### src/rtl/pipe_ctrl_pkg.sv
// Shared encodings for the pipeline sequencer: FSM states and common pipeline words.
package pipe_ctrl_pkg;

    typedef enum logic [1:0] {
        ST_RUN     = 2'd0,
        ST_FLUSH   = 2'd1,
        ST_EX_HOLD = 2'd2
    } state_e;

    localparam logic [31:0] ZERO_WORD = 32'h0000_0000;
    localparam logic [31:0] INST_NOP  = 32'h0000_0013;

endpackage

### src/rtl/pipe_ctrl_hold_watchdog.sv
// EX-hold watchdog: counts held cycles, forces a release at the terminal count,
// keeps a sticky timeout flag and masks the request until it drops once.
module pipe_ctrl_hold_watchdog #(
    parameter int HOLD_TIMEOUT = 64
) (
    input  logic clk,
    input  logic rst_n,
    input  logic clr_i,
    input  logic count_en_i,
    input  logic req_i,
    output logic tc_o,
    output logic ignore_o,
    output logic timeout_o
);

    localparam logic [15:0] WD_TC = 16'(HOLD_TIMEOUT - 1);

    logic [15:0] wd_cnt_q, wd_cnt_d;
    logic        timeout_q, timeout_d;
    logic        ignore_q, ignore_d;

    assign tc_o      = (wd_cnt_q == WD_TC);
    assign ignore_o  = ignore_q;
    assign timeout_o = timeout_q;

    always_comb begin
        wd_cnt_d  = wd_cnt_q;
        timeout_d = timeout_q;
        ignore_d  = ignore_q;
        if (clr_i) begin
            wd_cnt_d = 16'd0;
        end else if (count_en_i) begin
            if (tc_o) begin
                wd_cnt_d  = 16'd0;
                timeout_d = 1'b1;
                ignore_d  = 1'b1;
            end else begin
                wd_cnt_d = wd_cnt_q + 16'd1;
            end
        end
        // count_en implies the request is high, so this never fights the set above
        if (!req_i) begin
            ignore_d = 1'b0;
        end
    end

    always_ff @(posedge clk) begin
        if (rst_n) begin
            wd_cnt_q  <= 16'd0;
            timeout_q <= 1'b0;
            ignore_q  <= 1'b0;
        end else begin
            wd_cnt_q  <= wd_cnt_d;
            timeout_q <= timeout_d;
            ignore_q  <= ignore_d;
        end
    end

endmodule

### src/rtl/pipe_ctrl.sv
// Pipeline sequencer: arbitrates bus stalls, redirects, EX holds and load-use
// hazards into per-stage hold/flush controls and the PC redirect.
module pipe_ctrl
    import pipe_ctrl_pkg::*;
#(
    parameter int FLUSH_CYCLES = 1,
    parameter int HOLD_TIMEOUT = 64
) (
    input  logic        clk,
    input  logic        rst_n,
    input  logic        jump_flag_i,
    input  logic [31:0] jump_addr_i,
    input  logic        ex_hold_req_i,
    input  logic        load_use_i,
    input  logic        bus_stall_i,
    output logic        hold_pc_o,
    output logic        hold_if_id_o,
    output logic        hold_id_ex_o,
    output logic        hold_ex_me_o,
    output logic        flush_if_id_o,
    output logic        flush_id_ex_o,
    output logic        flush_ex_me_o,
    output logic        pc_jump_o,
    output logic [31:0] pc_jump_addr_o,
    output logic        hold_timeout_o
);

    localparam logic [3:0] FLUSH_LOAD = 4'(FLUSH_CYCLES - 1);

    state_e      state_q, state_d;
    logic [3:0]  flush_cnt_q, flush_cnt_d;
    logic        pend_jump_q, pend_jump_d;
    logic [31:0] pend_addr_q, pend_addr_d;

    logic wd_clr, wd_count_en, wd_tc, wd_ignore, wd_timeout;

    pipe_ctrl_hold_watchdog #(
        .HOLD_TIMEOUT(HOLD_TIMEOUT)
    ) u_hold_watchdog (
        .clk       (clk),
        .rst_n     (rst_n),
        .clr_i     (wd_clr),
        .count_en_i(wd_count_en),
        .req_i     (ex_hold_req_i),
        .tc_o      (wd_tc),
        .ignore_o  (wd_ignore),
        .timeout_o (wd_timeout)
    );

    always_comb begin
        state_d        = state_q;
        flush_cnt_d    = flush_cnt_q;
        pend_jump_d    = pend_jump_q;
        pend_addr_d    = pend_addr_q;
        wd_clr         = 1'b0;
        wd_count_en    = 1'b0;
        hold_pc_o      = 1'b0;
        hold_if_id_o   = 1'b0;
        hold_id_ex_o   = 1'b0;
        hold_ex_me_o   = 1'b0;
        flush_if_id_o  = 1'b0;
        flush_id_ex_o  = 1'b0;
        flush_ex_me_o  = 1'b0;
        pc_jump_o      = 1'b0;
        pc_jump_addr_o = ZERO_WORD;
        hold_timeout_o = wd_timeout;

        if (bus_stall_i) begin
            hold_pc_o    = 1'b1;
            hold_if_id_o = 1'b1;
            hold_id_ex_o = 1'b1;
            hold_ex_me_o = 1'b1;
            // an already parked jump is older and kills anything behind it
            if (jump_flag_i && !pend_jump_q) begin
                pend_jump_d = 1'b1;
                pend_addr_d = jump_addr_i;
            end
        end else if (jump_flag_i || pend_jump_q) begin
            pc_jump_o      = 1'b1;
            flush_if_id_o  = 1'b1;
            flush_id_ex_o  = 1'b1;
            flush_ex_me_o  = 1'b1;
            pc_jump_addr_o = pend_jump_q ? pend_addr_q : jump_addr_i;
            pend_jump_d    = 1'b0;
            wd_clr         = 1'b1;
            if (FLUSH_CYCLES > 1) begin
                state_d     = ST_FLUSH;
                flush_cnt_d = FLUSH_LOAD;
            end else begin
                state_d     = ST_RUN;
                flush_cnt_d = 4'd0;
            end
        end else begin
            case (state_q)
                ST_FLUSH: begin
                    flush_if_id_o = 1'b1;
                    flush_id_ex_o = 1'b1;
                    if (flush_cnt_q <= 4'd1) begin
                        flush_cnt_d = 4'd0;
                        state_d     = ST_RUN;
                    end else begin
                        flush_cnt_d = flush_cnt_q - 4'd1;
                    end
                end
                ST_EX_HOLD: begin
                    if (ex_hold_req_i) begin
                        hold_pc_o     = 1'b1;
                        hold_if_id_o  = 1'b1;
                        hold_id_ex_o  = 1'b1;
                        flush_ex_me_o = 1'b1;
                        wd_count_en   = 1'b1;
                        if (wd_tc) begin
                            state_d = ST_RUN;
                        end
                    end else begin
                        wd_clr  = 1'b1;
                        state_d = ST_RUN;
                    end
                end
                default: begin
                    if (ex_hold_req_i && !wd_ignore) begin
                        hold_pc_o     = 1'b1;
                        hold_if_id_o  = 1'b1;
                        hold_id_ex_o  = 1'b1;
                        flush_ex_me_o = 1'b1;
                        wd_count_en   = 1'b1;
                        state_d       = ST_EX_HOLD;
                    end else if (load_use_i) begin
                        hold_pc_o     = 1'b1;
                        hold_if_id_o  = 1'b1;
                        flush_id_ex_o = 1'b1;
                    end
                end
            endcase
        end

        // reset is active-high on rst_n; every output is forced quiet while it is asserted
        if (rst_n) begin
            hold_pc_o      = 1'b0;
            hold_if_id_o   = 1'b0;
            hold_id_ex_o   = 1'b0;
            hold_ex_me_o   = 1'b0;
            flush_if_id_o  = 1'b0;
            flush_id_ex_o  = 1'b0;
            flush_ex_me_o  = 1'b0;
            pc_jump_o      = 1'b0;
            pc_jump_addr_o = ZERO_WORD;
            hold_timeout_o = 1'b0;
        end
    end

    always_ff @(posedge clk) begin
        if (rst_n) begin
            state_q     <= ST_RUN;
            flush_cnt_q <= 4'd0;
            pend_jump_q <= 1'b0;
            pend_addr_q <= ZERO_WORD;
        end else begin
            state_q     <= state_d;
            flush_cnt_q <= flush_cnt_d;
            pend_jump_q <= pend_jump_d;
            pend_addr_q <= pend_addr_d;
        end
    end

endmodule

### config.mk
export PLATFORM = sky130hd
export DESIGN_NAME = pipe_ctrl
export DESIGN_NICKNAME = d
export VERILOG_FILES = /design/src/rtl/pipe_ctrl_pkg.sv /design/src/rtl/pipe_ctrl_hold_watchdog.sv /design/src/rtl/pipe_ctrl.sv
export SDC_FILE = /design/constraint.sdc
export NUM_CORES = 1
export LEC_CHECK = 0
export BUFFER_PORTS_ARGS = -buffer_cell sky130_fd_sc_hd__buf_2
export CORE_MARGIN = 2
export CORE_UTILIZATION = 58
export CTS_BUF_LIST = sky130_fd_sc_hd__clkbuf_2 sky130_fd_sc_hd__clkbuf_4 sky130_fd_sc_hd__clkbuf_8
export CTS_CLUSTER_SIZE = 30
export DETAILED_ROUTE_END_ITERATION = 8
export PLACE_DENSITY = 0.95
export REMOVE_ABC_BUFFERS = 1
export SETUP_SLACK_MARGIN = 0.2
export SLEW_MARGIN = 20
export SYNTH_ARGS = -nofsm -noshare
export SYNTH_HDL_FRONTEND = slang
export SYNTH_SLANG_ARGS = --single-unit
### constraint.sdc
create_clock -name clk -period 7.21 [get_ports clk]
set_clock_uncertainty 0.15 [all_clocks]
set_input_delay 2.163 -clock clk [delete_from_list [all_inputs] [get_ports clk]]
set_output_delay 2.163 -clock clk [all_outputs]
set_load 0.01 [all_outputs]
==> impl_summary.log <==
[metrics] result of the run: complete, no violations
[metrics] main combinational cell family by area after synthesis: simple AND/OR/NAND/NOR gates
[metrics] path length in cells of the critical path: 6
[metrics] setup slack on the worst flop-to-flop path: about 5 ns
[metrics] Cell Area, Synth: 2810 um^2
[metrics] initial cell density of the core: 59.9%
[metrics] fraction of post-synthesis cell area in the top cell type by area: 37.0%
[metrics] layout-stage area growth over the synthesis result: 15.5%
[metrics] leak pwr: ~1.4 nW
[metrics] count of instances resized after the clock tree is built: 0
[metrics] final net count: 508
[metrics] capture endpoint of the worst hold path: pend_addr_q[21]
[metrics] top area cells in the synthesized netlist: sky130_fd_sc_hd__dfxtp_1 37%, sky130_fd_sc_hd__nand2_1 14%, sky130_fd_sc_hd__a21oi_1 14%
[metrics] CTS max path bufs: 2
[metrics] H-tree depth: 2
[metrics] post-layout instance count excluding filler cells: 524
[metrics] slowest CP cell: sky130_fd_sc_hd__buf_2
[metrics] Vias per Instance: roughly 5.6
[metrics] via count of the routed design: a little under 3000
[metrics] number of antenna violations at the first check in global routing: 0
[metrics] prevailing post-synth register cell: sky130_fd_sc_hd__dfxtp_1
[metrics] worst-case headroom to the max-slew limit: 51.1%
[metrics] arithmetic-cell share of the synthesized area counting full adders, half adders and majority gates: 0.445%
[metrics] number of global-route vias before repair: 2489
[metrics] launch instance of the worst min-delay path: pend_addr_q[21]
[metrics] Worst EP required: 4.90 ns
[metrics] Critical Path Most Common Cell: sky130_fd_sc_hd__buf_2
[metrics] number of cell rows: 25
[metrics] cell area after layout: approximately 3200 um^2
[metrics] count of final setup violators: 0
[metrics] start of the worst register-to-register path: u_hold_watchdog.wd_cnt_q[0]
[metrics] n_diodes: 0
[metrics] pre-CTS setup slack: 1.43 ns
[metrics] Clock transition at path regs: approximately 0.090 ns
[metrics] number of setup buffers added after CTS: 0
[metrics] number of synthesized flops with an enable pin: 0
[metrics] Setup CP Type: input pin to output pin
[metrics] standard cell area after detailed placement: 3130 um^2
[metrics] number of top-level pins: 79
[metrics] transition time at the pin with the least slew margin: around 0.73 ns
[metrics] synthesized-area fraction occupied by ao, oa, aoi and oai cells: 18.8%
[metrics] detail-routed net length per standard cell: 13.1 um
[metrics] critical path data arrival time: 3.59 ns
[metrics] cts bufs inserted: 5
[metrics] Critical Path Sink Type: output pin
[metrics] iteration-0 DRC count of the detailed router: around 260
[metrics] Die X-Extent: 73.6 um
[metrics] crit start category: input pin
[metrics] unrepaired setup endpoints after global routing: false
[metrics] placer congestion estimate: 0.816
[metrics] least setup slack across all paths after layout: between 1 and 1.5 ns
[metrics] Fmax: 0.169 GHz
[metrics] number of buffers added on ports: slightly below 80
[metrics] total power density per cell area: 181 nW/um^2
[metrics] total die area: 5420 um^2
[metrics] clock latency reported for the late side of the worst-skew pair: roughly 0.31 ns
[metrics] Synth Warn #: 0
[metrics] crit-path max FO: 36
[metrics] final cell utilization of the core: 69.2%
[metrics] instance count of the mapped netlist: 416
[metrics] distinct cell type count of the synthesized netlist: 41
[metrics] Synth async-reset ratio: 0%
[metrics] post-detailed-route count of antenna-violating nets: 0
[metrics] Post-CTS Hold Buffers: 0
[metrics] Max-cap violations: 0
[metrics] class of the tightest hold or removal check: flop to flop
[metrics] Clock Sinks: 52
[metrics] vertical extent of the die: 73.6 um
[metrics] synthesized area divided by synthesized cell count: 6.76 um^2
[metrics] post-synthesis xor/xnor area fraction: 1.25%
[metrics] wire length of the first global-routing pass: 10.5 mm
[metrics] gr ovfl total: 0
[metrics] Tcrit/Tclk final: a little over 80%
[metrics] sequential fraction of the synthesis area: about 37%
[metrics] largest voltage drop on the vdd net: 0.0963 mV
[metrics] fraction of final layout cells sized beyond drive strength 1: 22.1%
[metrics] clock tree from TritonCTS: done
[metrics] cell depth of the worst min-delay path: 2
[metrics] HPWL after DPL: 4.44 mm
[metrics] post-layout min period: 5.90 ns
[metrics] Crit path largest cell delay: 0.32 ns
[metrics] CP Buf/Inv Count: 2
[metrics] final-report max-slew violation count: 0
[metrics] worst-path cell chain: buf_2 -> nor2_4 -> a21o_1 -> nand2_1 -> a21oi_1 -> buf_2
[metrics] drc violations: 0
[metrics] maximum number of pins on one net before global-route repair: 70
[metrics] total placed cells including tap cells: approximately 520
[metrics] Hold Vio Cnt, Final: 0
[metrics] total iterations of the first detailed-routing run: 4
[metrics] Std-Cell Core Area: 4690 um^2
[metrics] cell accounting for the most synthesized area: sky130_fd_sc_hd__dfxtp_1
[metrics] post-synthesis share of cell area spent on and, or, nand and nor gates: 36.7%
[metrics] multiplexer fraction of the synthesized cell area: 0%
[metrics] FF+latch count, synth: between 50 and 60
[metrics] reg-to-reg critical path endpoint: u_hold_watchdog.wd_cnt_q[5]
[metrics] clock tree root buffer cell: sky130_fd_sc_hd__clkbuf_8
[metrics] GRT Total Usage: around a quarter
[metrics] detailed-route wire length: between 6 and 7 mm
[metrics] cell family with the largest share of critical-path delay: buffers and inverters
[metrics] depth of the most critical reg-to-reg path: 5
[metrics] total negative slack for setup checks: 0 ns
## worst max path at each step
stage	startpoint	endpoint	slack [ns]
detailed placement	jump_flag_i	hold_pc_o	1.43
floorplan	bus_stall_i	flush_if_id_o	1.89
finish	jump_flag_i	hold_pc_o	1.31
global placement	jump_flag_i	hold_if_id_o	1.47
CTS	jump_flag_i	hold_pc_o	1.34
global route	jump_flag_i	hold_pc_o	1.22
## final cells by class
type,instances,area (um^2)
Timing Repair Buffer,80,405
Inverter,1,3.75
Sequential cell,52,1040
Clock inverter,3,46.3
Fill cell,388,1450
Multi-Input combinational cell,329,1610
Tap cell,54,67.6
Clock buffer,5,68.8
## stage by stage
stage | power [mW] | hold WS [ns]
3_5_place_dp | 0.391 | 0.297
5_1_grt | 0.612 | 0.324
2_1_floorplan | 0.353 | 0.280
6_report | 0.588 | 0.308
4_1_cts | 0.593 | 0.310
3_3_place_gp | 0.388 | 0.292
## Yosys cell counts, types with 2 or more instances
| master | number |
|---|---|
| sky130_fd_sc_hd__a21oi_1 | 77 |
| sky130_fd_sc_hd__a21oi_2 | 3 |
| sky130_fd_sc_hd__and3_1 | 3 |
| sky130_fd_sc_hd__and4_1 | 2 |
| sky130_fd_sc_hd__buf_1 | 2 |
| sky130_fd_sc_hd__buf_2 | 4 |
| sky130_fd_sc_hd__buf_4 | 3 |
| sky130_fd_sc_hd__buf_6 | 2 |
| sky130_fd_sc_hd__clkbuf_1 | 23 |
| sky130_fd_sc_hd__dfxtp_1 | 52 |
| sky130_fd_sc_hd__nand2_1 | 107 |
| sky130_fd_sc_hd__nand2b_1 | 2 |
| sky130_fd_sc_hd__nand3_1 | 6 |
| sky130_fd_sc_hd__nand4_1 | 5 |
| sky130_fd_sc_hd__nor2_1 | 75 |
| sky130_fd_sc_hd__nor2b_1 | 4 |
| sky130_fd_sc_hd__nor4_1 | 2 |
| sky130_fd_sc_hd__o21ai_0 | 4 |
| sky130_fd_sc_hd__o31ai_1 | 7 |
| sky130_fd_sc_hd__or2_2 | 2 |
| sky130_fd_sc_hd__or3_1 | 3 |
| sky130_fd_sc_hd__or4_1 | 4 |
| sky130_fd_sc_hd__or4_4 | 3 |
| sky130_fd_sc_hd__xor2_1 | 4 |
## power by group
group	internal, mW	switching (mW)
registers	0.296	0.00944
logic	0.0295	0.0503
clock network	0.105	0.0982
total	0.430	0.158
## cell families after synthesis
kind of cell	after synthesis
adder cells (fa/ha/maj)	1
XOR/XNOR	4
AO/OA/AOI/OAI	96
buffers and inverters	35
AND/OR/NAND/NOR	228
flip-flops	52
## worst reg2reg max path, delay by kind of cell, from the launching register on
kind	cells	cell delay (ns)
adder cells (fa/ha/maj)	1	0.22
AO/OA/AOI/OAI	1	0.68
flip-flops	1	0.38
AND/OR/NAND/NOR	3	0.61
## layout by cell type (no fill, tap or decap), types with 3 or more instances in the layout
| cell type | synthesis | layout |
|---|---|---|
| sky130_fd_sc_hd__nand2_1 | 107 | 107 |
| sky130_fd_sc_hd__buf_2 | 4 | 78 |
| sky130_fd_sc_hd__a21oi_1 | 77 | 77 |
| sky130_fd_sc_hd__nor2_1 | 75 | 74 |
| sky130_fd_sc_hd__dfxtp_1 | 52 | 51 |
| sky130_fd_sc_hd__o31ai_1 | 7 | 7 |
| sky130_fd_sc_hd__nand3_1 | 6 | 6 |
| sky130_fd_sc_hd__nand4_1 | 5 | 5 |
| sky130_fd_sc_hd__clkbuf_8 | 0 | 5 |
| sky130_fd_sc_hd__nor2b_1 | 4 | 4 |
| sky130_fd_sc_hd__or4_1 | 4 | 4 |
| sky130_fd_sc_hd__o21ai_0 | 4 | 4 |
| sky130_fd_sc_hd__xor2_1 | 4 | 4 |
| sky130_fd_sc_hd__and3_1 | 3 | 3 |
| sky130_fd_sc_hd__or4_4 | 3 | 3 |
| sky130_fd_sc_hd__a21oi_2 | 3 | 3 |
| sky130_fd_sc_hd__or3_1 | 3 | 3 |
## flip-flops by register name, indices dropped and copies added, names as in the netlist
name / cells
state_q: 1
pend_addr_q: 32
pend_jump_q: 1
u_hold_watchdog.ignore_o: 1
u_hold_watchdog.timeout_o: 1
u_hold_watchdog.wd_cnt_q: 16
## routing by layer
layer	vias to the layer above	part of all wire, %	wire length (um)	track usage, %
li1	1491	-	-	-
met1	1331	43	2980	30.1
met2	113	47	3220	40.5
met3	16	6.7	456	4.94
met4	0	2.9	198	11.7
met5	-	0	0	0
(Power assumes the default switching activity.)
